[config.mk]
export PLATFORM = sky130hd
export DESIGN_NAME = bookkeeping_directory_client_flat
export DESIGN_NICKNAME = d
export VERILOG_FILES = /design/src/rtl/bookkeeping_directory_client_if.sv /design/src/rtl/bookkeeping_directory_client.sv /design/src/flat_wrapper.sv
export SDC_FILE = /design/constraint.sdc
export NUM_CORES = 1
export LEC_CHECK = 0
export ABC_AREA = 0
export CORE_UTILIZATION = 49
export DETAILED_ROUTE_END_ITERATION = 12
export HOLD_SLACK_MARGIN = 0.02
export MAX_ROUTING_LAYER = met4
export PLACE_DENSITY = 0.86
export SYNTH_ARGS = -nofsm -noshare
export SYNTH_HDL_FRONTEND = slang
export SYNTH_SLANG_ARGS = --single-unit
[constraint.sdc]
create_clock -name CLK -period 9.3 [get_ports CLK]
set_input_delay 1.86 -clock CLK [delete_from_list [all_inputs] [get_ports CLK]]
set_output_delay 1.86 -clock CLK [all_outputs]
set_load 0.01 [all_outputs]
[src/rtl/bookkeeping_directory_client_if.sv]
// Bundle of the three handshake channels around the bookkeeping directory
// client: command in from the protocol engine, response back to it, and the
// put/get pair towards the directory.
//   master : the client itself
//   slave  : its environment (protocol engine plus directory)
interface bookkeeping_directory_client_if #(
    parameter int INDEX_WIDTH    = 12,
    parameter int TAG_WIDTH      = 18,
    parameter int MSI_STATE_SIZE = 2
);
    localparam int ROW_WIDTH   = MSI_STATE_SIZE + TAG_WIDTH;
    localparam int REQ_WIDTH   = INDEX_WIDTH + 1 + ROW_WIDTH + 2;
    localparam int ENTRY_WIDTH = 4 * ROW_WIDTH;

    // command channel
    logic                   cmd_valid;
    logic                   cmd_ready;
    logic [1:0]             cmd_op;
    logic [INDEX_WIDTH-1:0] cmd_idx;
    logic                   cmd_core_id;
    logic                   cmd_cache_type;
    logic [ROW_WIDTH-1:0]   cmd_row;

    // response channel
    logic                   rsp_valid;
    logic                   rsp_ready;
    logic [ENTRY_WIDTH-1:0] rsp_entry;
    logic [ROW_WIDTH-1:0]   rsp_row;

    // directory put/get channels
    logic                   dir_put_valid;
    logic                   dir_put_ready;
    logic [REQ_WIDTH-1:0]   dir_put_request;
    logic                   dir_get_valid;
    logic                   dir_get_ready;
    logic [ENTRY_WIDTH-1:0] dir_get_response;

    modport master (
        input  cmd_valid, cmd_op, cmd_idx, cmd_core_id, cmd_cache_type, cmd_row,
        output cmd_ready,
        output rsp_valid, rsp_entry, rsp_row,
        input  rsp_ready,
        output dir_put_valid, dir_put_request,
        input  dir_put_ready,
        output dir_get_valid,
        input  dir_get_ready, dir_get_response
    );

    modport slave (
        output cmd_valid, cmd_op, cmd_idx, cmd_core_id, cmd_cache_type, cmd_row,
        input  cmd_ready,
        input  rsp_valid, rsp_entry, rsp_row,
        output rsp_ready,
        input  dir_put_valid, dir_put_request,
        output dir_put_ready,
        input  dir_get_valid,
        output dir_get_ready, dir_get_response
    );
endinterface

[src/rtl/bookkeeping_directory_client.sv]
// Initiator-side controller for the bookkeeping directory put/get port.
// Takes one READ / WRITE / READ_WRITE command at a time, turns it into one or
// two directory puts plus at most one get, and returns a single registered
// response carrying the entry read and the row belonging to the requester.
// Every output is a flop, so there is no combinational path from either
// directory ready back to a directory valid.
module bookkeeping_directory_client #(
    parameter int INDEX_WIDTH    = 12,
    parameter int TAG_WIDTH      = 18,
    parameter int MSI_STATE_SIZE = 2
) (
    input  logic CLK,
    input  logic RST,
    bookkeeping_directory_client_if.master bus
);
    localparam int ROW_WIDTH   = MSI_STATE_SIZE + TAG_WIDTH;
    localparam int REQ_WIDTH   = INDEX_WIDTH + 1 + ROW_WIDTH + 2;
    localparam int ENTRY_WIDTH = 4 * ROW_WIDTH;

    typedef enum logic [2:0] {
        IDLE,
        PUT_RD,
        GET,
        PUT_WR,
        RSP
    } state_t;

    // Encoding 3 is reserved and handled exactly like READ.
    typedef enum logic [1:0] {
        OP_READ       = 2'd0,
        OP_WRITE      = 2'd1,
        OP_READ_WRITE = 2'd2,
        OP_RESERVED   = 2'd3
    } op_t;

    state_t                 state;

    // captured command
    op_t                    op_q;
    logic [INDEX_WIDTH-1:0] idx_q;
    logic                   core_q;
    logic                   cache_q;
    logic [ROW_WIDTH-1:0]   row_q;

    // registered outputs
    logic                   cmd_ready_q;
    logic                   rsp_valid_q;
    logic [ENTRY_WIDTH-1:0] rsp_entry_q;
    logic [ROW_WIDTH-1:0]   rsp_row_q;
    logic                   put_valid_q;
    logic [REQ_WIDTH-1:0]   put_req_q;
    logic                   get_valid_q;

    op_t                    cmd_op_in;

    assign cmd_op_in = op_t'(bus.cmd_op);

    // Directory request layout, MSB first: {idx, write_valid, row, core_id, cache_type}.
    function automatic logic [REQ_WIDTH-1:0] pack_req(
        input logic [INDEX_WIDTH-1:0] idx,
        input logic                   write_valid,
        input logic [ROW_WIDTH-1:0]   row,
        input logic                   core_id,
        input logic                   cache_type
    );
        return {idx, write_valid, row, core_id, cache_type};
    endfunction

    // Entry layout, MSB first: {imem0, dmem0, imem1, dmem1}.
    function automatic logic [ROW_WIDTH-1:0] select_row(
        input logic [ENTRY_WIDTH-1:0] entry,
        input logic                   core_id,
        input logic                   cache_type
    );
        logic [ROW_WIDTH-1:0] row;
        case ({core_id, cache_type})
            2'b00:   row = entry[4*ROW_WIDTH-1 : 3*ROW_WIDTH];
            2'b01:   row = entry[3*ROW_WIDTH-1 : 2*ROW_WIDTH];
            2'b10:   row = entry[2*ROW_WIDTH-1 : ROW_WIDTH];
            default: row = entry[ROW_WIDTH-1 : 0];
        endcase
        return row;
    endfunction

    // Command sequencer: state, captured command and all outputs in one register stage.
    always_ff @(posedge CLK or posedge RST) begin
        if (RST) begin
            state       <= IDLE;
            op_q        <= OP_READ;
            idx_q       <= '0;
            core_q      <= 1'b0;
            cache_q     <= 1'b0;
            row_q       <= '0;
            cmd_ready_q <= 1'b0;
            rsp_valid_q <= 1'b0;
            rsp_entry_q <= '0;
            rsp_row_q   <= '0;
            put_valid_q <= 1'b0;
            put_req_q   <= '0;
            get_valid_q <= 1'b0;
        end else begin
            case (state)
                IDLE: begin
                    // cmd_ready comes up on the first clock after reset release.
                    cmd_ready_q <= 1'b1;
                    if (bus.cmd_valid && cmd_ready_q) begin
                        cmd_ready_q <= 1'b0;
                        op_q        <= cmd_op_in;
                        idx_q       <= bus.cmd_idx;
                        core_q      <= bus.cmd_core_id;
                        cache_q     <= bus.cmd_cache_type;
                        row_q       <= bus.cmd_row;
                        // WRITE responses carry zeros; reads overwrite these in GET.
                        rsp_entry_q <= '0;
                        rsp_row_q   <= '0;
                        put_valid_q <= 1'b1;
                        if (cmd_op_in == OP_WRITE) begin
                            put_req_q <= pack_req(bus.cmd_idx, 1'b1, bus.cmd_row,
                                                  bus.cmd_core_id, bus.cmd_cache_type);
                            state     <= PUT_WR;
                        end else begin
                            put_req_q <= pack_req(bus.cmd_idx, 1'b0, '0,
                                                  bus.cmd_core_id, bus.cmd_cache_type);
                            state     <= PUT_RD;
                        end
                    end
                end

                PUT_RD: begin
                    if (bus.dir_put_ready) begin
                        put_valid_q <= 1'b0;
                        get_valid_q <= 1'b1;
                        state       <= GET;
                    end
                end

                GET: begin
                    if (bus.dir_get_ready) begin
                        get_valid_q <= 1'b0;
                        rsp_entry_q <= bus.dir_get_response;
                        rsp_row_q   <= select_row(bus.dir_get_response, core_q, cache_q);
                        if (op_q == OP_READ_WRITE) begin
                            // Write-back put follows the read with no idle cycle.
                            put_valid_q <= 1'b1;
                            put_req_q   <= pack_req(idx_q, 1'b1, row_q, core_q, cache_q);
                            state       <= PUT_WR;
                        end else begin
                            rsp_valid_q <= 1'b1;
                            state       <= RSP;
                        end
                    end
                end

                PUT_WR: begin
                    if (bus.dir_put_ready) begin
                        put_valid_q <= 1'b0;
                        rsp_valid_q <= 1'b1;
                        state       <= RSP;
                    end
                end

                RSP: begin
                    if (bus.rsp_ready) begin
                        rsp_valid_q <= 1'b0;
                        cmd_ready_q <= 1'b1;
                        state       <= IDLE;
                    end
                end

                default: begin
                    cmd_ready_q <= 1'b0;
                    rsp_valid_q <= 1'b0;
                    put_valid_q <= 1'b0;
                    get_valid_q <= 1'b0;
                    state       <= IDLE;
                end
            endcase
        end
    end

    assign bus.cmd_ready       = cmd_ready_q;
    assign bus.rsp_valid       = rsp_valid_q;
    assign bus.rsp_entry       = rsp_entry_q;
    assign bus.rsp_row         = rsp_row_q;
    assign bus.dir_put_valid   = put_valid_q;
    assign bus.dir_put_request = put_req_q;
    assign bus.dir_get_valid   = get_valid_q;
endmodule

[src/flat_wrapper.sv]
// flat-port wrapper written by rule: the top's interface ports become plain ports
module bookkeeping_directory_client_flat 
#(
    parameter int INDEX_WIDTH    = 12,
    parameter int TAG_WIDTH      = 18,
    parameter int MSI_STATE_SIZE = 2
)
  (CLK, RST, bus_cmd_valid, bus_cmd_op, bus_cmd_idx, bus_cmd_core_id, bus_cmd_cache_type, bus_cmd_row, bus_cmd_ready, bus_rsp_valid, bus_rsp_entry, bus_rsp_row, bus_rsp_ready, bus_dir_put_valid, bus_dir_put_request, bus_dir_put_ready, bus_dir_get_valid, bus_dir_get_ready, bus_dir_get_response);
  bookkeeping_directory_client_if #(.INDEX_WIDTH(INDEX_WIDTH), .TAG_WIDTH(TAG_WIDTH), .MSI_STATE_SIZE(MSI_STATE_SIZE)) bus_i ();
  input  logic CLK;
  input  logic RST;
  input wire logic [$bits(bus_i.cmd_valid)-1:0] bus_cmd_valid;
  input wire logic [$bits(bus_i.cmd_op)-1:0] bus_cmd_op;
  input wire logic [$bits(bus_i.cmd_idx)-1:0] bus_cmd_idx;
  input wire logic [$bits(bus_i.cmd_core_id)-1:0] bus_cmd_core_id;
  input wire logic [$bits(bus_i.cmd_cache_type)-1:0] bus_cmd_cache_type;
  input wire logic [$bits(bus_i.cmd_row)-1:0] bus_cmd_row;
  output wire logic [$bits(bus_i.cmd_ready)-1:0] bus_cmd_ready;
  output wire logic [$bits(bus_i.rsp_valid)-1:0] bus_rsp_valid;
  output wire logic [$bits(bus_i.rsp_entry)-1:0] bus_rsp_entry;
  output wire logic [$bits(bus_i.rsp_row)-1:0] bus_rsp_row;
  input wire logic [$bits(bus_i.rsp_ready)-1:0] bus_rsp_ready;
  output wire logic [$bits(bus_i.dir_put_valid)-1:0] bus_dir_put_valid;
  output wire logic [$bits(bus_i.dir_put_request)-1:0] bus_dir_put_request;
  input wire logic [$bits(bus_i.dir_put_ready)-1:0] bus_dir_put_ready;
  output wire logic [$bits(bus_i.dir_get_valid)-1:0] bus_dir_get_valid;
  input wire logic [$bits(bus_i.dir_get_ready)-1:0] bus_dir_get_ready;
  input wire logic [$bits(bus_i.dir_get_response)-1:0] bus_dir_get_response;
  assign bus_i.cmd_valid = bus_cmd_valid;
  assign bus_i.cmd_op = bus_cmd_op;
  assign bus_i.cmd_idx = bus_cmd_idx;
  assign bus_i.cmd_core_id = bus_cmd_core_id;
  assign bus_i.cmd_cache_type = bus_cmd_cache_type;
  assign bus_i.cmd_row = bus_cmd_row;
  assign bus_cmd_ready = bus_i.cmd_ready;
  assign bus_rsp_valid = bus_i.rsp_valid;
  assign bus_rsp_entry = bus_i.rsp_entry;
  assign bus_rsp_row = bus_i.rsp_row;
  assign bus_i.rsp_ready = bus_rsp_ready;
  assign bus_dir_put_valid = bus_i.dir_put_valid;
  assign bus_dir_put_request = bus_i.dir_put_request;
  assign bus_i.dir_put_ready = bus_dir_put_ready;
  assign bus_dir_get_valid = bus_i.dir_get_valid;
  assign bus_i.dir_get_ready = bus_dir_get_ready;
  assign bus_i.dir_get_response = bus_dir_get_response;
  bookkeeping_directory_client #(.INDEX_WIDTH(INDEX_WIDTH), .TAG_WIDTH(TAG_WIDTH), .MSI_STATE_SIZE(MSI_STATE_SIZE)) u_core (.CLK(CLK), .RST(RST), .bus(bus_i));
endmodule
==> impl_metrics.csv, run 1 <==
group,metric,value,unit
status,status,"complete, no violations",
yosys,synth_top_area_cell,"dfrtp_1",
critical_path,setup.worst_path.start_class,"input pin",
pwr,peakVddDrop,182.9,uV
global_route,antenna_found_initial,0,
critical_path,path_buf_inv,2,
critical_path,end_kind,"flop",
layout,antenna_cells,0,
layout,multiInputGateArea,2666,sq um
floorplanning,num_rows,44,
global_route,grtUsageTotal,30.39,%
yosys,syn_inst,567,
yosys,synth_seq_cells,178,
yosys,ys_async_sr_fraction,100.0,%
sta,slew_headroom,17.84,%
clock_tree,cts_root_buffer,"clkbuf_16",
yosys,yosys_most_used_dff,"dfrtp_1",
pwr,power_density,372.6,nW/um^2
routing,drc,0,
critical_path,r2r_slack,6500,ps
sta,worst_pin_slew,1232,ps
floorplanning,fp.dieH,124.5,microns
layout,layout_commonest_cell,"clkdlybuf4s50_1",
yosys,syn_area,7351,sq um
clock_tree,postCtsSetupBuffers,0,
routing,ant_nets,0,
routing,wl_per_cell,22.28,microns
sta,grt_setup_unrepaired,"no",
floorplanning,initial_core_util,50.39,%
global_route,overflow,0,
sta,setup_tns,0,ps
routing,dr.first_iter.drc_count,538,
layout,drive_above_1_share,12.35,%
global_route,grt_pass1_vias,6007,
layout,final_util,73.26,%
pwr,p_leak,4.518,nW
global_route,grt_max_degree,110,
floorplanning,ioPinCount,261,
yosys,synth-xor-area-share,0,%
critical_path,required,9630,ps
critical_path,critical_path_peak_fanout,40,
placement,portBuffers,260,
clock_tree,cts_resized,0,
yosys,synth_top_family_by_area,"compound AO/OA/AOI/OAI gates",
yosys,synth_top_cell_area_share,60.60,%
clock_tree,holdBufCountCts,0,
layout,area_delta_synth_final,45.40,%
floorplanning,coreArea,14590,sq um
routing,drt_pass1_iterations,4,
clock_tree,tritoncts,"built",
yosys,synth_cell_type_count,26,
floorplanning,design.die.area,15500,sq um
sta,setup_viol,0,
sta,hold_violations,0,
sta,slew_viol_final,0,
critical_path,crit_slowest_cell,"a221oi_4",
yosys,synth_compound_area_share,16.39,%
routing,dr_total_vias,6010,
clock_tree,cts_max_path_buffers,2,
critical_path,worstPathArrival,4350,ps
sta,fin_skew,10.85,ps
layout,nets,927,
sta,fin_crit_sh,43.26,%
clock_tree,clk_latency,420,ps
yosys,seq_area_frac_synth,60.60,%
sta,fin_crit,4023,ps
layout,final_cell_mix,"260 x clkdlybuf4s50_1, 178 x dfrtp_1, 100 x a22o_1",
sta,fmax,248.6,MHz
clock_tree,cts_buffers,17,
clock_tree,clk_pin_slew,60,ps
hold_path,min_path_type,"reg -> reg",
yosys,syn_avg_cell_area,12.96,sq um
layout,nFillCells,908,
yosys,synth_adder_area_share,0,%
yosys,synthSimpleGateAreaFrac,7.796,%
critical_path,critical_path_class,"in -> reg",
run,maxCapViolCount,0,
yosys,synth_mux_area_share,11.80,%
critical_path,path_cells,"clkdlybuf4s50_1, nand3b_1, a221oi_4, buf_4, nor2_1, a31oi_1",
clock_tree,htreeDepth,4,
critical_path,max_stage_delay,1090,ps
floorplanning,dieWidth,124.5,microns
clock_tree,clock_sinks,178,
critical_path,cp_top_family,"compound AO/OA/AOI/OAI gates",
routing,vias_per_cell,5.998,
yosys,syn-num-nets,689,
yosys,synth_edf_count,0,
routing,routed_wl,22330,microns
yosys,yosysWarnings,0,
placement,dp_hpwl,15260,microns
global_route,grt_first_pass_wirelength,35210,microns
placement,place_congestion,0.9494,
yosys,synth_area_leaders,"dfrtp_1 61%, a22o_1 12%, mux4_2 6.1%",
layout,ff_latch_area,4454,sq um
## worst paths after layout
check	start	end	cells after the start
max	bus_cmd_valid	u_core.bus.dir_put_request[10]	6
min	u_core.bus.rsp_entry[45]	u_core.bus.rsp_entry[45]	1
max reg2reg	u_core.state[1]	u_core.bus.dir_put_request[10]	5
min reg2reg	u_core.bus.rsp_entry[45]	u_core.bus.rsp_entry[45]	1
max in group asynchronous	RST	u_core.bus.dir_put_request[21]	3
min in group asynchronous	RST	u_core.bus.rsp_entry[40]	2
## layer usage
metal | routed length (microns) | GRT usage [%] | vias to the layer above
met3 | 1756 | 6.701 | 42
li1 | - | - | 2592
met4 | 621 | 12.05 | 0
met1 | 8728 | 38.22 | 3070
met5 | 0 | - | -
met2 | 11220 | 48.07 | 306
## sequential cells by signal, summed over array words and instances, names as in the netlist, 2 cells and up
signal and count:
u_core.idx_q 12, u_core.op_q 2, u_core.bus.rsp_entry 80, u_core.row_q 20, u_core.bus.rsp_row 20, u_core.state 3
u_core.bus.dir_put_request 35
## power by group
part / internal [mW] / switching [mW] / total, mW
logic: 0.970 / 0.805 / 1.77
registers: 1.14 / 0.259 / 1.40
clock network: 0.514 / 0.291 / 0.805
## area by class of cell
cell class | instances | area share (%)
multi-input cells | 339 | 24.95
repair buffers | 266 | 24.77
clock inverters | 8 | 1.604
clock buffers | 24 | 4.694
flip-flops and latches | 178 | 41.68
inverters | 3 | 0.1522
well taps | 184 | 2.154
## through the flow
stage                     std cells  power (mW)  worst slack (ps)  hold WS (ps)  cell area, sq um
after CTS                      1002       3.992              5291         508.4             10690
after global placement          970       3.090              4976         487.0             10010
after global routing           1002       4.184              5051         519.4             10690
final                          1002       3.983              5277         503.9             10690
after floorplan                 567       2.320              2610         479.2              7351
after detailed placement        970       3.168              4869         489.8             10010
## Yosys cell counts, drive strengths merged, types with 2 or more instances
cell type and number:
mux4 20, dfrtp 178, o21ai 5, nand3 22, nand3b 3, or2 2
nand2b 6, buf 27, nor2b 4, a31oi 36, nand2 54, nor2 40
inv 3, a21oi 4, clkbuf 20, mux2 37, a22o 100
## cells by family (layout without fill, tap and decap cells)
group                  Yosys count  in the layout
buffers and inverters           50            301
AO/OA/AOI/OAI                  150            150
AND/OR/NAND/NOR                132            132
multiplexers                    57             57
flip-flops                     178            178
Note: power is estimated with default switching activity, not from simulation.
==> inputs of run 2 (changes only) <==
Settings changed: CORE_UTILIZATION 49 to 45, PLACE_DENSITY 0.86 to 0.8.
Clock period 9.3 ns to 4.1 ns, I/O delays scaled along.
==> run 2 against run 1 <==
Effect of this change: die area up 8.7%; final area shrank 0.29%; largest power group unchanged; clock power up 96%.
==> impl_metrics.csv, run 2 (synthesis gave the netlist of run 1 again) <==
group,metric,value,unit
floorplanning,design.die.area,16850,sq um
routing,ant_nets,0,
global_route,grt_first_pass_wirelength,32540,microns
pwr,peakVddDrop,411.9,uV
critical_path,critical_path_peak_fanout,100,
clock_tree,holdBufCountCts,0,
global_route,grt_max_degree,179,
sta,fin_ws,1702,ps
pwr,p_leak,4.479,nW
hold_path,min_path_type,"reg -> reg",
critical_path,cp_top_family,"simple AND/OR/NAND/NOR gates",
floorplanning,num_rows,46,
routing,vias_per_cell,5.651,
clock_tree,postCtsSetupBuffers,0,
critical_path,required,4410,ps
run,maxCapViolCount,0,
sta,hold_violations,0,
critical_path,end_kind,"flop",
sta,fmax,417.0,MHz
layout,nets,927,
floorplanning,initial_core_util,46.11,%
clock_tree,clk_pin_slew,60,ps
sta,slew_viol_final,0,
layout,design_area,10660,sq um
sta,slew_headroom,24.79,%
critical_path,crit_slowest_cell,"nand2_4",
routing,drt_pass1_iterations,7,
routing,dr.first_iter.drc_count,429,
clock_tree,cts_resized,0,
global_route,grtUsageTotal,26.57,%
sta,fin_crit,2398,ps
layout,nFillCells,1164,
layout,drive_above_1_share,12.48,%
critical_path,setup.worst_path.start_class,"input pin",
routing,wl_per_cell,21.14,microns
routing,drc,0,
sta,grt_setup_unrepaired,"no",
placement,place_congestion,0.8325,
sta,fin_crit_sh,58.48,%
layout,final_cell_mix,"260 x clkdlybuf4s50_1, 178 x dfrtp_1, 100 x a22o_1",
clock_tree,tritoncts,"built",
clock_tree,clock_sinks,178,
placement,dp_hpwl,15020,microns
global_route,overflow,0,
placement,placed_cell_area,10080,sq um
critical_path,path_cells,"clkdlybuf4s50_1, nand3b_1, nand2_1, nand2_4, a22o_1",
global_route,antenna_found_initial,1,
floorplanning,coreArea,15940,sq um
global_route,grt_pass1_vias,5852,
sta,setup_viol,0,
sta,worst_pin_slew,1128,ps
floorplanning,fp.dieH,129.8,microns
clock_tree,cts_max_path_buffers,2,
placement,dp_slack,1298,ps
critical_path,worstPathArrival,2710,ps
clock_tree,clk_latency,430,ps
layout,largest_reg_flops,80,
clock_tree,cts_root_buffer,"clkbuf_16",
floorplanning,dieWidth,129.8,microns
placement,portBuffers,260,
layout,area_delta_synth_final,44.97,%
pwr,power_density,819.7,nW/um^2
routing,dr_total_vias,5843,
status,status,"complete, no violations",
routing,routed_wl,21860,microns
sta,fin_skew,12.57,ps
clock_tree,cts_buffers,17,
pwr,p_total,8.735,mW
clock_tree,htreeDepth,4,
floorplanning,ioPinCount,261,
sta,setup_tns,0,ps
critical_path,max_stage_delay,550,ps
critical_path,path_buf_inv,1,
critical_path,critical_path_class,"in -> reg",
layout,layout_commonest_cell,"clkdlybuf4s50_1",
run 2: changes by cell type in the layout (fill, tap and decap cells not counted):
cell	previous run	this run
buf_12	0	2
inv_6	1	3
buf_4	6	4
clkinvlp_4	1	3
clkinv_4	1	2
clkbuf_1	2	0
diode_2	0	1
clkbuf_8	5	3
bufinv_16	5	1
nand2_2	1	0
clkinv_2	1	3
nand2_4	0	1
run 2: power breakdown:
| part | internal, mW | switching, mW | total, mW |
|---|---|---|---|
| Combinational | 2.20 | 1.80 | 4.00 |
| Clock | 0.886 | 0.694 | 1.58 |
| Sequential | 2.59 | 0.561 | 3.16 |
| Total | 5.68 | 3.05 | 8.74 |
run 2: worst paths after layout:
kind                       depth (start not counted)  slack (ps)                      from                  endpoint
min in group asynchronous                          3         900                       RST      u_core.bus.cmd_ready
min reg2reg                                        1         500  u_core.bus.rsp_entry[16]  u_core.bus.rsp_entry[16]
max                                                5        1700             bus_cmd_valid   u_core.bus.rsp_entry[2]
min                                                1         500  u_core.bus.rsp_entry[16]  u_core.bus.rsp_entry[16]
max reg2reg                                        4        1890           u_core.state[1]   u_core.bus.rsp_entry[2]
max in group asynchronous                          3        2310                       RST  u_core.bus.rsp_entry[70]
run 2: through the flow:
step	hold slack, ps	cells	utilization, %
6_report	503.9	1034	66.84
3_5_place_dp	490.0	1002	63.25
2_1_floorplan	479.2	567	-
3_3_place_gp	486.5	1002	63.25
4_1_cts	508.6	1033	66.83
5_1_grt	512.9	1034	66.84
run 2: layout make-up:
type | count | area [sq um] | share of cell area (%)
Clock buffer | 20 | 466.7 | 4.379
Timing Repair Buffer | 266 | 2673 | 25.08
Antenna cell | 1 | 2.502 | 0.02348
Tap cell | 216 | 270.3 | 2.536
Inverter | 3 | 15.01 | 0.1409
Multi-Input combinational cell | 339 | 2671 | 25.07
Sequential cell | 178 | 4454 | 41.80
Clock inverter | 11 | 103.9 | 0.9745
run 2: routing by layer:
layer  vias up  GRT usage, %  wire [microns]
met4         0         10.19             534
met5         -             -               0
met1      2966         32.48            8699
li1       2588             -               -
met3        41         7.995            1897
met2       248         41.52           10730
==> inputs of run 3 (changes only) <==
Clock period 4.1 ns to 2.5 ns, I/O delays scaled along.
==> run 3 against run 2 <==
Effect of this change: global-route usage is 0.83 points higher; largest power group unchanged; largest cell class unchanged; non-clock buffer count is 11 higher; critical path depth is 1 lower; worst setup slack worse by 1200 ps; critical endpoint is now u_core.row_q[2]; clock power is 67% higher.
==> impl_metrics.csv, run 3 (synthesis gave the netlist of run 1 again) <==
group,metric,value,unit
hold_path,min_path_type,"in -> async",
placement,place_congestion,0.8496,
critical_path,startpoint,"u_core.state[1]",
layout,largest_reg_flops,80,
layout,layout_commonest_cell,"clkdlybuf4s50_1",
routing,routed_wl,22110,microns
placement,placedCellCount,1013,
sta,hold_violations,0,
clock_tree,cts_max_path_buffers,2,
clock_tree,cts_root_buffer,"clkbuf_16",
floorplanning,initial_core_util,46.11,%
floorplanning,dieWidth,129.8,microns
layout,multiInputGateArea,2671,sq um
sta,fin_crit_sh,78.82,%
routing,dr_total_vias,6004,
clock_tree,clk_pin_slew,70,ps
layout,nets,938,
sta,setup_viol,0,
floorplanning,num_rows,46,
critical_path,r2r-start,"u_core.state[1]",
pwr,p_leak,4.577,nW
clock_tree,htreeDepth,4,
sta,fin_crit,1971,ps
routing,drt_pass1_iterations,5,
layout,final_cell_mix,"260 x clkdlybuf4s50_1, 178 x dfrtp_1, 100 x a22o_1",
sta,grt_setup_unrepaired,"no",
clock_tree,holdBufCountCts,0,
critical_path,max_stage_delay,570,ps
layout,ff_latch_area,4454,sq um
sta,fin_skew,10.34,ps
critical_path,setup.worst_path.start_class,"flop",
critical_path,r2r-end,"u_core.row_q[2]",
critical_path,critical_path_peak_fanout,37,
sta,slew_viol_final,0,
layout,area_delta_synth_final,47.83,%
floorplanning,coreArea,15940,sq um
global_route,antenna_found_initial,1,
routing,vias_per_cell,5.740,
sta,hold_ws,454.1,ps
status,status,"complete, no violations",
critical_path,path_cells,"nand3b_1, nand2b_2, buf_4, mux2_2",
routing,dr.first_iter.drc_count,397,
global_route,grt_first_pass_wirelength,33820,microns
clock_tree,clk_latency,420,ps
layout,nFillCells,1152,
critical_path,required,2800,ps
global_route,grt_pass1_vias,5990,
critical_path,path_buf_inv,1,
global_route,grt_max_degree,101,
placement,portBuffers,260,
global_route,overflow,0,
critical_path,worstPathArrival,2270,ps
critical_path,r2r_cells,4,
placement,dp_hpwl,15650,microns
floorplanning,design.die.area,16850,sq um
clock_tree,cts_resized,0,
run,maxCapViolCount,0,
critical_path,cp_top_family,"flip-flops",
sta,worst_pin_slew,643.4,ps
routing,ant_nets,0,
critical_path,critical_path_class,"reg -> reg",
clock_tree,cts_buffers,17,
clock_tree,clock_sinks,178,
routing,drc,0,
floorplanning,fp.dieH,129.8,microns
sta,slew_headroom,57.11,%
routing,wl_per_cell,21.14,microns
critical_path,crit_slowest_cell,"dfrtp_1",
layout,drive_above_1_share,13.63,%
global_route,grtUsageTotal,27.40,%
critical_path,r2r_slack,530,ps
critical_path,end_kind,"flop",
pwr,power_density,1344,nW/um^2
clock_tree,postCtsSetupBuffers,0,
layout,fin_cells,1046,
pwr,peakVddDrop,738.9,uV
floorplanning,ioPinCount,261,
sta,fmax,507.5,MHz
clock_tree,tritoncts,"built",
## run 3: cell types whose count changed in the layout (fill, tap and decap cells not counted), sizes merged
cell / change
inv: -1
buf: +11
bufinv: +1
clkinvlp: +1
## run 3: metrics by stage
step	power (mW)	util [%]	worst slack (ps)	TNS, ps	instance area [sq um]
finish	14.61	68.16	529.4	0	10870
global route	15.43	68.16	458.9	0	10870
CTS	14.69	68.14	540.4	0	10860
detailed placement	11.98	64.47	298.7	0	10280
global placement	11.71	64.47	309.2	0	10280
floorplan	8.631	-	-280.6	-49950	7355
## run 3: worst max path at each step
stage / end / depth (start not counted)
after floorplan: u_core.bus.cmd_ready / 1
after global placement: u_core.core_q / 5
after detailed placement: u_core.idx_q[2] / 5
after CTS: u_core.row_q[2] / 4
after global routing: u_core.row_q[2] / 4
final: u_core.row_q[2] / 4
## run 3: metal layers
metal	wire, microns	track usage (%)
met1	8726	33.91
met2	10980	43.03
met3	1830	7.667
met4	574	10.05
met5	0	-
## run 3: report_power, final
group          leakage (nW)  switching (mW)  internal, mW
clock network         0.283            1.11          1.53
registers              2.23           0.920          4.26
logic                  2.07            3.01          3.78
## run 3: area by class of cell
class	instances	area share, %
diodes	1	0.02303
well taps	216	2.487
repair buffers	277	26.39
inverters	3	0.1382
flip-flops and latches	178	40.99
clock buffers	20	4.203
multi-input cells	339	24.58
clock inverters	12	1.186
